File: src/rtl/ysyx_22040365_seq_ctrl_pkg.sv
// Shared state encoding and halt-cause codes for the instruction sequencer.
// Anything that decodes halt_cause should import these rather than hard-code the numbers.
package ysyx_22040365_seq_ctrl_pkg;

  typedef enum logic [2:0] {
    S_IDLE   = 3'd0,
    S_FETCH  = 3'd1,
    S_DECODE = 3'd2,
    S_EXEC   = 3'd3,
    S_WB     = 3'd4,
    S_HALT   = 3'd5
  } seq_state_e;

  localparam logic [1:0] CAUSE_NONE    = 2'd0;
  localparam logic [1:0] CAUSE_EBREAK  = 2'd1;
  localparam logic [1:0] CAUSE_ILLEGAL = 2'd2;
  localparam logic [1:0] CAUSE_TIMEOUT = 2'd3;

  localparam int TIMEOUT_W = 32;

endpackage

File: src/rtl/ysyx_22040365_seq_ctrl.sv
// Multi-cycle instruction sequencer: IDLE -> FETCH -> DECODE -> EXEC -> WB -> FETCH, with a sticky HALT
// entered on ebreak, an illegal instruction, or a fetch that waits too long for instruction memory.
module ysyx_22040365_seq_ctrl
  import ysyx_22040365_seq_ctrl_pkg::*;
#(
  parameter logic [63:0] RESET_PC      = 64'h0000_0000_8000_0000,
  parameter int unsigned FETCH_TIMEOUT = 255
) (
  input  logic        clk,
  input  logic        rst,
  input  logic [31:0] imem_rdata,
  input  logic        imem_rvalid,
  input  logic        is_ebreak,
  input  logic        is_illegal,
  input  logic [63:0] a0_data,
  output logic        imem_req,
  output logic [63:0] imem_addr,
  output logic [31:0] inst,
  output logic        ren_rs1,
  output logic        wen_rd,
  output logic [63:0] pc,
  output logic        halt,
  output logic [1:0]  halt_cause,
  output logic [63:0] halt_code,
  output logic [63:0] retire_cnt
);

  localparam logic [TIMEOUT_W-1:0] TIMEOUT_LIM = TIMEOUT_W'(FETCH_TIMEOUT);

  seq_state_e           r_state;
  seq_state_e           w_nextState;
  logic [63:0]          r_pc;
  logic [31:0]          r_inst;
  logic [63:0]          r_retireCnt;
  logic [1:0]           r_haltCause;
  logic [63:0]          r_haltCode;
  logic [TIMEOUT_W-1:0] r_timeoutCnt;
  logic [TIMEOUT_W-1:0] w_timeoutInc;

  assign w_timeoutInc = r_timeoutCnt + 1'b1;

  // A returning rvalid always beats the timeout that would expire in the same cycle.
  always_comb begin
    w_nextState = r_state;
    imem_req    = 1'b0;
    ren_rs1     = 1'b0;
    wen_rd      = 1'b0;
    case (r_state)
      S_IDLE:   w_nextState = S_FETCH;
      S_FETCH: begin
        imem_req = 1'b1;
        if (imem_rvalid)
          w_nextState = S_DECODE;
        else if (w_timeoutInc >= TIMEOUT_LIM)
          w_nextState = S_HALT;
      end
      S_DECODE: begin
        ren_rs1 = 1'b1;
        if (is_ebreak || is_illegal)
          w_nextState = S_HALT;
        else
          w_nextState = S_EXEC;
      end
      S_EXEC: begin
        ren_rs1     = 1'b1;
        w_nextState = S_WB;
      end
      S_WB: begin
        wen_rd      = 1'b1;
        w_nextState = S_FETCH;
      end
      S_HALT:   w_nextState = S_HALT;
      default:  w_nextState = S_IDLE;
    endcase
  end

  always_ff @(posedge clk or negedge rst) begin
    if (!rst) begin
      r_state      <= S_IDLE;
      r_pc         <= RESET_PC;
      r_inst       <= '0;
      r_retireCnt  <= '0;
      r_haltCause  <= CAUSE_NONE;
      r_haltCode   <= '0;
      r_timeoutCnt <= '0;
    end else begin
      r_state <= w_nextState;
      case (r_state)
        S_IDLE: r_timeoutCnt <= '0;
        S_FETCH: begin
          if (imem_rvalid) begin
            r_inst <= imem_rdata;
          end else begin
            r_timeoutCnt <= w_timeoutInc;
            if (w_nextState == S_HALT) begin
              r_haltCause <= CAUSE_TIMEOUT;
              r_haltCode  <= '0;
            end
          end
        end
        S_DECODE: begin
          if (is_ebreak) begin
            r_haltCause <= CAUSE_EBREAK;
            r_haltCode  <= a0_data;
          end else if (is_illegal) begin
            r_haltCause <= CAUSE_ILLEGAL;
            r_haltCode  <= '0;
          end
        end
        S_WB: begin
          r_pc         <= r_pc + 64'd4;
          r_retireCnt  <= r_retireCnt + 64'd1;
          r_timeoutCnt <= '0;
        end
        default: ;
      endcase
    end
  end

  assign imem_addr  = r_pc;
  assign pc         = r_pc;
  assign inst       = r_inst;
  assign retire_cnt = r_retireCnt;
  assign halt       = (r_state == S_HALT);
  assign halt_cause = r_haltCause;
  assign halt_code  = r_haltCode;

endmodule
File: config.mk
export PLATFORM = sky130hd
export DESIGN_NAME = ysyx_22040365_seq_ctrl
export DESIGN_NICKNAME = d
export VERILOG_FILES = /design/src/rtl/ysyx_22040365_seq_ctrl_pkg.sv /design/src/rtl/ysyx_22040365_seq_ctrl.sv
export SDC_FILE = /design/constraint.sdc
export NUM_CORES = 1
export LEC_CHECK = 0
export BUFFER_PORTS_ARGS = -buffer_cell sky130_fd_sc_hd__buf_4
export CORE_AREA = 2 2 173 175
export CTS_BUF_LIST = sky130_fd_sc_hd__clkbuf_16
export DETAILED_ROUTE_END_ITERATION = 12
export DIE_AREA = 0 0 175 177
export GPL_TIMING_DRIVEN = 0
export PLACE_DENSITY = 0.73
export SETUP_SLACK_MARGIN = 0.5
export SLEW_MARGIN = 30
export SYNTH_ARGS = -nofsm -noshare
export SYNTH_HDL_FRONTEND = slang
export SYNTH_SLANG_ARGS = --single-unit
File: constraint.sdc
create_clock -name clk -period 2.56 [get_ports clk]
set_input_delay 0.256 -clock clk [delete_from_list [all_inputs] [get_ports clk]]
set_output_delay 0.256 -clock clk [all_outputs]
set_load 0.05 [all_outputs]
==> parameters.txt, run 1 <==
Parameter                              Value

Synthesis
  Synthesized instance count ... 1243
  Share of synthesized flip-flops with an asynchronous set or reset ... 100%
  Mapped cell area ... 12900 um^2
  Sequential cell area fraction in the yosys report ... 50.4%
  Share of the synthesized area in the top cell type ... 50.2%
  Number of warnings issued by yosys ... 0
  Mean instance size in the synthesized netlist ... 10.4 um^2
  Library cells used by synthesis ... 71
  Largest area contributor in the netlist ... sky130_fd_sc_hd__dfrtp_1
  Most frequently used flop master after synthesis ... sky130_fd_sc_hd__dfrtp_1
  Number of storage elements in the synthesis netlist ... 259
  Count of flip-flops with a built-in enable after synthesis ... 0
  Top cells by count, synth ... 258 x sky130_fd_sc_hd__dfrtp_1, 154 x sky130_fd_sc_hd__nand2_1, 89 x sky130_fd_sc_hd__xnor2_1
  Largest cells by area after synthesis ... sky130_fd_sc_hd__dfrtp_1 50%, sky130_fd_sc_hd__xnor2_1 6.1%, sky130_fd_sc_hd__nand2_1 4.5%
  Most instantiated library cell after synthesis ... sky130_fd_sc_hd__dfrtp_1

Final layout
  Share of layout cells above drive strength 1 ... 52.4%
  Nets@finish ... 1979
  Ant diodes ... 0
  Cell area after layout ... 21100 um^2
  Area delta synth->final ... 63.7%
  Final std cells w/o fill ... 2288

STA
  Hold Vio Cnt, Final ... 0
  Clock skew ... 0.0111 ns
  Count of endpoints failing setup in the final report ... 72
  Final worst hold slack ... 0.0436 ns
  Fin Setup TNS ... -17.14 ns
  Setup ws final ... -0.290 ns
  Top achievable clock speed ... 0.351 GHz
  Final critical delay including setup and external delays ... 2.85 ns
  Max-slew violation count ... 0
  RSZ-0062 raised after global routing ... true
  Actual transition at the worst max-transition pin ... 0.569 ns
  Relative max-transition margin ... 62.0%
  Period utilization ... 111%

CTS
  Clock H-tree levels ... 1
  Clock tree from TritonCTS ... done
  Cts bufs inserted ... 30
  Clock Tree Buf Depth ... 3
  Num Clock Sinks ... 259
  Post-CTS clock slew at the launch and capture registers of the worst setup and hold paths ... 0.06 ns
  Root Buffer ... sky130_fd_sc_hd__clkbuf_16
  Clock insertion delay at the later pin of the skew report ... 0.56 ns

Placed design
  Final weighted congestion in routability-driven placement ... 0.890
  Placed cell count ... 2029
  Estimated wirelength of the detail-placed design ... 27500 um
  Count of buffers from port buffering ... 390
  Cell area after placement ... 16800 um^2

Min path
  Worst Hold Class ... input port to flip-flop
  Hold wc startpoint ... is_illegal

Setup path
  Required time reported for the critical path endpoint ... 3.04 ns
  Largest driver fanout on the critical path ... 10
  CP Launch Type ... flip-flop
  Path type of the worst setup path ... flip-flop to flip-flop
  Launch point of the worst path ... r_timeoutCnt[5]
  Reg-to-Reg Start ... r_timeoutCnt[5]
  Critical path arrival ... 3.33 ns
  Flop-to-flop setup slack ... -0.29 ns
  Capturing element type of the critical path ... flip-flop

Pwr
  Static Leakage ... 10.3 nW
  Ratio of total power to cell area ... 705 nW/um^2
  Worst ir drop on vdd ... 576 uV

Drt
  DR DRC count ... 0
  Wirelength, routed ... 43900 um
  Via count ... 12.5k
  Drt via density ... 5.47
  Number of nets still failing antenna checks after routing ... 0
  Count of routing violations after the opening detailed-route iteration ... 932
  Number of search-and-repair iterations in the first detailed-routing pass ... 5
  Average routed wire per standard cell ... 19.2 um

Job
  Number of maximum-capacitance violations ... 0

Floorplan
  Number of top-level pins ... 395
  DIE AREA ... 31000 um^2
  Std-Cell Core Area ... 29200 um^2
  Initial Util ... 44.0%
  Horizontal die dimension ... 175 um
  Die height ... 177 um
  Number of rows created at floorplan ... 63

GRT
  Gr usage total ... 25.7%
  Initial antenna violation count ... 0
  Number of global-route vias before repair ... 12.0k
  Pin count of the biggest net entering global routing ... 83
  Wire length of the first global-routing pass ... 64600 um
  Total global routing overflow ... 0

Status
  Violated checks ... negative setup slack
  Run status ... complete, but fails checks
-- placed cells by master, fill, tap and decap left out, types with 24 or more instances in the layout --
cell type / n
sky130_fd_sc_hd__buf_4: 515
sky130_fd_sc_hd__dfrtp_1: 215
sky130_fd_sc_hd__nand2_1: 119
sky130_fd_sc_hd__dlygate4sd3_1: 98
sky130_fd_sc_hd__a32oi_1: 63
sky130_fd_sc_hd__xnor2_1: 59
sky130_fd_sc_hd__buf_6: 54
sky130_fd_sc_hd__nand4_1: 44
sky130_fd_sc_hd__o21ai_2: 43
sky130_fd_sc_hd__dfrtp_2: 43
sky130_fd_sc_hd__o21ai_0: 41
sky130_fd_sc_hd__xor2_1: 39
sky130_fd_sc_hd__mux2_2: 34
sky130_fd_sc_hd__clkbuf_16: 33
sky130_fd_sc_hd__xnor2_2: 30
sky130_fd_sc_hd__nor2_1: 28
sky130_fd_sc_hd__and3_1: 26
sky130_fd_sc_hd__o21ai_1: 24
-- layer usage --
| metal | up-vias | track usage, % | share of wire, % |
|---|---|---|---|
| met5 | - | 0 | 0 |
| met4 | 0 | 8.96 | 3.3 |
| met3 | 104 | 4.70 | 6.7 |
| met2 | 566 | 46.0 | 53 |
| met1 | 6185 | 31.2 | 37 |
| li1 | 5662 | - | - |
-- critical path, cell delays in order (launching register included) --
cell	delay, ns
sky130_fd_sc_hd__dfrtp_1	0.32
sky130_fd_sc_hd__buf_4	0.16
sky130_fd_sc_hd__nand4_1	0.22
sky130_fd_sc_hd__nor4_4	0.34
sky130_fd_sc_hd__and2_4	0.21
sky130_fd_sc_hd__nand4b_1	0.12
sky130_fd_sc_hd__a221o_1	0.38
sky130_fd_sc_hd__or4_4	0.54
sky130_fd_sc_hd__buf_12	0.17
sky130_fd_sc_hd__buf_8	0.15
sky130_fd_sc_hd__o21ai_2	0.14
-- report_power, final --
part	internal, mW	switching, mW
registers	4.55	0.402
clock network	2.51	1.81
logic	2.10	3.47
-- per-stage QoR --
stage	setup WS (ns)	total power [mW]	util (%)
global placement	-1.27	9.75	57.1
detailed placement	-0.506	9.87	57.4
CTS	-0.203	14.6	68.0
finish	-0.290	14.8	72.0
global route	-0.350	15.4	72.0
floorplan	0.0131	8.26	-
-- final timing paths --
check / endpoint / cells past startpoint
setup / recovery: halt_code[43] / 10
hold / removal: r_state[2] / 4
setup reg to reg: halt_code[43] / 10
hold reg to reg: retire_cnt[63] / 1
max in group asynchronous: imem_addr[31] / 4
min in group asynchronous: halt_code[52] / 2
-- logic make-up (layout without fill, tap and decap cells) --
| logic type | after synthesis | in the layout | share of synthesized area, % |
|---|---|---|---|
| fa+ha+maj | 4 | 4 | 0.389 |
| mux | 36 | 36 | 3.13 |
| buf+inv | 151 | 803 | 7.33 |
| other cells | 1 | 4 | 0.0291 |
| flops | 259 | 259 | 50.4 |
| xor+xnor | 129 | 129 | 8.78 |
| compound gates | 227 | 227 | 11.6 |
| simple gates | 436 | 436 | 18.4 |
-- state kept, by name (all words and copies together) (netlist names) --
name	flops
retire_cnt	64
r_state	3
r_timeoutCnt	32
halt_cause	2
imem_addr	62
halt_code	64
inst	32
-- what timing repair did --
action                                  4_1_cts  5_1_grt
buffers inserted                             53       50
hold endpoints to repair                    192        0
gates cloned                                  2        0
hold buffers                                 98        0
pin swaps                                    91       97
resized for setup                           164      185
endpoints found under the setup margin      197      204
-- layout make-up --
type / count / area [um^2]
tap: 390 / 488
sequential: 259 / 6540
inverter: 11 / 53.8
timing repair buffer: 596 / 5020
fill: 1969 / 8180
clock inverter: 25 / 220
buffer: 140 / 1090
clock buffer: 31 / 776
multi-input combinational: 836 / 6880
No activity file was read; power rests on OpenSTA's default activity.
==> run 2, diff against run 1 <==
--- a/config.mk
+++ b/config.mk
@@ -11,7 +11,7 @@
 export DETAILED_ROUTE_END_ITERATION = 12
 export DIE_AREA = 0 0 175 177
 export GPL_TIMING_DRIVEN = 0
-export PLACE_DENSITY = 0.73
+export PLACE_DENSITY = 0.85
 export SETUP_SLACK_MARGIN = 0.5
 export SLEW_MARGIN = 30
 export SYNTH_ARGS = -nofsm -noshare
==> run 2 against run 1 <==
The run still ends with negative setup slack left. Total power fell by 0.44%. Final cell count barely moved. Largest power group unchanged. Cell area rose by 0.88%. Largest cell class unchanged. Register-to-register slack got worse by 0.17 ns. Critical endpoint is now halt_code[52]. Flip-flop and latch count did not move. Critical path depth rose by 1. Sequential power barely moved. Combinational power rose by 2%. Clock-buffer cell count fell by 2. Setup slack got worse by 0.17 ns. Critical path type unchanged. Wire length rose by 17%. Via count rose by 5.9%.
==> parameters.txt, run 2 (same netlist as run 1, synthesis figures left out) <==
Parameter                              Value

CTS
  Clock Tree Buf Depth ... 3
  Clock insertion delay at the later pin of the skew report ... 0.57 ns
  Root Buffer ... sky130_fd_sc_hd__clkbuf_16
  Cts bufs inserted ... 29
  Num Clock Sinks ... 259
  Clock tree from TritonCTS ... done
  Clock H-tree levels ... 1
  Post-CTS clock slew at the launch and capture registers of the worst setup and hold paths ... 0.06 ns

Pwr
  Share of total power consumed by net switching ... 39.1%
  Share of total power in the clock network ... 27.8%
  Worst ir drop on vdd ... 558 uV
  Internal Power ... 8.99 mW
  Combinational share of power ... 38.6%
  Switching power summed over all nets ... 5.78 mW
  Ratio of total power to cell area ... 695 nW/um^2
  Sequential fraction of design power ... 33.6%
  Static Leakage ... 10.5 nW

GRT
  Total global routing overflow ... 0
  GR met1 Demand/Resource ... 31.7%
  Number of global-route vias before repair ... 12.7k
  Wire length of the first global-routing pass ... 68800 um
  Pin count of the biggest net entering global routing ... 91
  Gr usage total ... 27.6%
  GRT met2 Usage ... 50.2%
  GR met3 Demand/Resource ... 5.15%
  GR peak layer ... met2
  Initial antenna violation count ... 1

STA
  Actual transition at the worst max-transition pin ... 0.795 ns
  Count of endpoints failing setup in the final report ... 85
  Top achievable clock speed ... 0.331 GHz
  Max-slew violation count ... 0
  Final critical delay including setup and external delays ... 3.02 ns
  Hold Vio Cnt, Final ... 0
  Relative max-transition margin ... 46.5%
  Setup ws final ... -0.462 ns
  Period utilization ... 118%
  Clock skew ... 0.0237 ns
  Fin Setup TNS ... -22.12 ns
  RSZ-0062 raised after global routing ... true

Setup path
  Flop-to-flop setup slack ... -0.46 ns
  Worst reg-to-reg path cell count ... 11
  Reg-to-Reg Start ... r_timeoutCnt[2]
  Highest cell delay on the worst timing path ... 0.59 ns
  Launch point of the worst path ... r_timeoutCnt[2]
  Capture point of the worst path ... halt_code[52]
  CP Launch Type ... flip-flop
  CP max-delay cell ... sky130_fd_sc_hd__or4_4
  Capturing element type of the critical path ... flip-flop
  Largest driver fanout on the critical path ... 10
  Cell type group with the largest total delay on the critical path ... simple AND/OR/NAND/NOR gates
  CP Depth ... 11
  Count of buffering cells on the critical path with inverters included ... 4
  Critical path arrival ... 3.47 ns
  Required time reported for the critical path endpoint ... 3.01 ns
  Cell breakdown of the critical path ... buf_4, nand4_1, nor4_4, buf_4, nand3_4, xor2_2, o2111ai_2, or4_4, buf_12, buf_8, o21ai_1
  Critical path's most frequent cell ... sky130_fd_sc_hd__buf_4
  Worst r2r dst ... halt_code[52]
  Path type of the worst setup path ... flip-flop to flip-flop

Drt
  Average routed wire per standard cell ... 22.5 um
  Drt via density ... 5.79
  Count of routing violations after the opening detailed-route iteration ... 922
  Wirelength, routed ... 51600 um
  Number of search-and-repair iterations in the first detailed-routing pass ... 5
  Via count ... 13.3k
  DR DRC count ... 0
  Number of nets still failing antenna checks after routing ... 0

Floorplan
  Die height ... 177 um
  Std-Cell Core Area ... 29200 um^2
  Initial Util ... 44.0%
  DIE AREA ... 31000 um^2
  Horizontal die dimension ... 175 um
  Number of rows created at floorplan ... 63
  Number of top-level pins ... 395

Final layout
  Share of layout cells above drive strength 1 ... 52.9%
  Nets@finish ... 1982
  Area delta synth->final ... 65.1%
  Commonest non-fill, non-tap cells in the layout ... 501 x sky130_fd_sc_hd__buf_4, 212 x sky130_fd_sc_hd__dfrtp_1, 122 x sky130_fd_sc_hd__nand2_1
  Final std cells w/o fill ... 2289
  Most common cell after layout, fill and taps aside ... sky130_fd_sc_hd__buf_4

Placed design
  Count of buffers from port buffering ... 390
  Final weighted congestion in routability-driven placement ... 0.945
  Placed cell count ... 2029
  Estimated wirelength of the detail-placed design ... 28200 um

Job
  Number of maximum-capacitance violations ... 0

Min path
  Worst Hold Class ... input port to flip-flop
  Hold wc startpoint ... is_illegal

Status
  Violated checks ... negative setup slack
  Run status ... complete, but fails checks
run 2: cell types whose count changed in the layout (fill, tap and decap cells not counted), moves of 4 or more:
cell	before	now
sky130_fd_sc_hd__clkinv_2	9	3
sky130_fd_sc_hd__buf_2	5	9
sky130_fd_sc_hd__xor2_2	1	5
sky130_fd_sc_hd__buf_6	54	67
sky130_fd_sc_hd__xor2_1	39	35
sky130_fd_sc_hd__xnor2_2	30	37
sky130_fd_sc_hd__buf_4	515	501
sky130_fd_sc_hd__inv_1	11	18
sky130_fd_sc_hd__and3_4	15	11
sky130_fd_sc_hd__o21ai_1	24	20
sky130_fd_sc_hd__nand2_2	19	13
sky130_fd_sc_hd__xnor2_1	59	52
sky130_fd_sc_hd__nand2_4	16	20
run 2: power by group through the flow:
stage	registers (mW)	logic [mW]	clock network, mW
2_1_floorplan	6.33	1.93	0
3_3_place_gp	4.94	4.79	0
3_5_place_dp	4.97	4.90	0
4_1_cts	4.91	5.27	4.09
5_1_grt	5.01	5.96	4.32
6_report	4.97	5.70	4.11
run 2: worst min-delay path, delay by kind of cell:
| kind | cells | cell delay [ns] |
|---|---|---|
| AND/OR/NAND/NOR | 1 | 0.10 |
| buffers and inverters | 1 | 0.08 |
| AO/OA/AOI/OAI | 2 | 0.15 |
run 2: how the worst min path moves through the flow:
stage / to / cells past startpoint
6_report: r_state[2] / 4
5_1_grt: r_state[0] / 3
4_1_cts: r_state[2] / 4
3_5_place_dp: inst[0] / 1
2_1_floorplan: halt_cause[0] / 0
3_3_place_gp: retire_cnt[63] / 1
run 2: stage by stage:
step / area, um^2 / setup slack, ns / power, mW / hold slack, ns / utilization, %
after detailed placement: 16800 / -0.510 / 9.87 / 0.151 / 57.4
final: 21300 / -0.462 / 14.8 / 0.0783 / 72.7
after CTS: 19700 / -0.276 / 14.3 / 0.0390 / 67.3
after floorplan: 13300 / 0.0131 / 8.26 / -0.0396 / -
after global placement: 16700 / -1.16 / 9.73 / 0.460 / 57.1
after global routing: 21300 / -0.518 / 15.3 / 0.0810 / 72.7
run 2: timing repair:
| item | in CTS | in global routing |
|---|---|---|
| setup endpoints to repair | 197 | 208 |
| hold endpoints to repair | 291 | 0 |
| gates cloned | 1 | 3 |
| setup buffers | 56 | 49 |
| resized for setup | 127 | 268 |
| hold buffers | 98 | 0 |
| pin swaps | 84 | 114 |
run 2: layout make-up:
class	count	area (um^2)
Timing Repair Buffer	600	5140
Sequential cell	259	6540
Buffer	140	1110
Antenna cell	1	2.50
Clock inverter	23	185
Multi-Input combinational cell	836	7010
Tap cell	390	488
Clock buffer	29	726
Fill cell	1762	7990
Inverter	11	53.8
run 2: metal layers:
metal  part of all wire, %  vias up
li1                      -     5667
met1                    35     6557
met2                    51      787
met3                   7.4      249
met4                   6.1        0
met5                     0        -
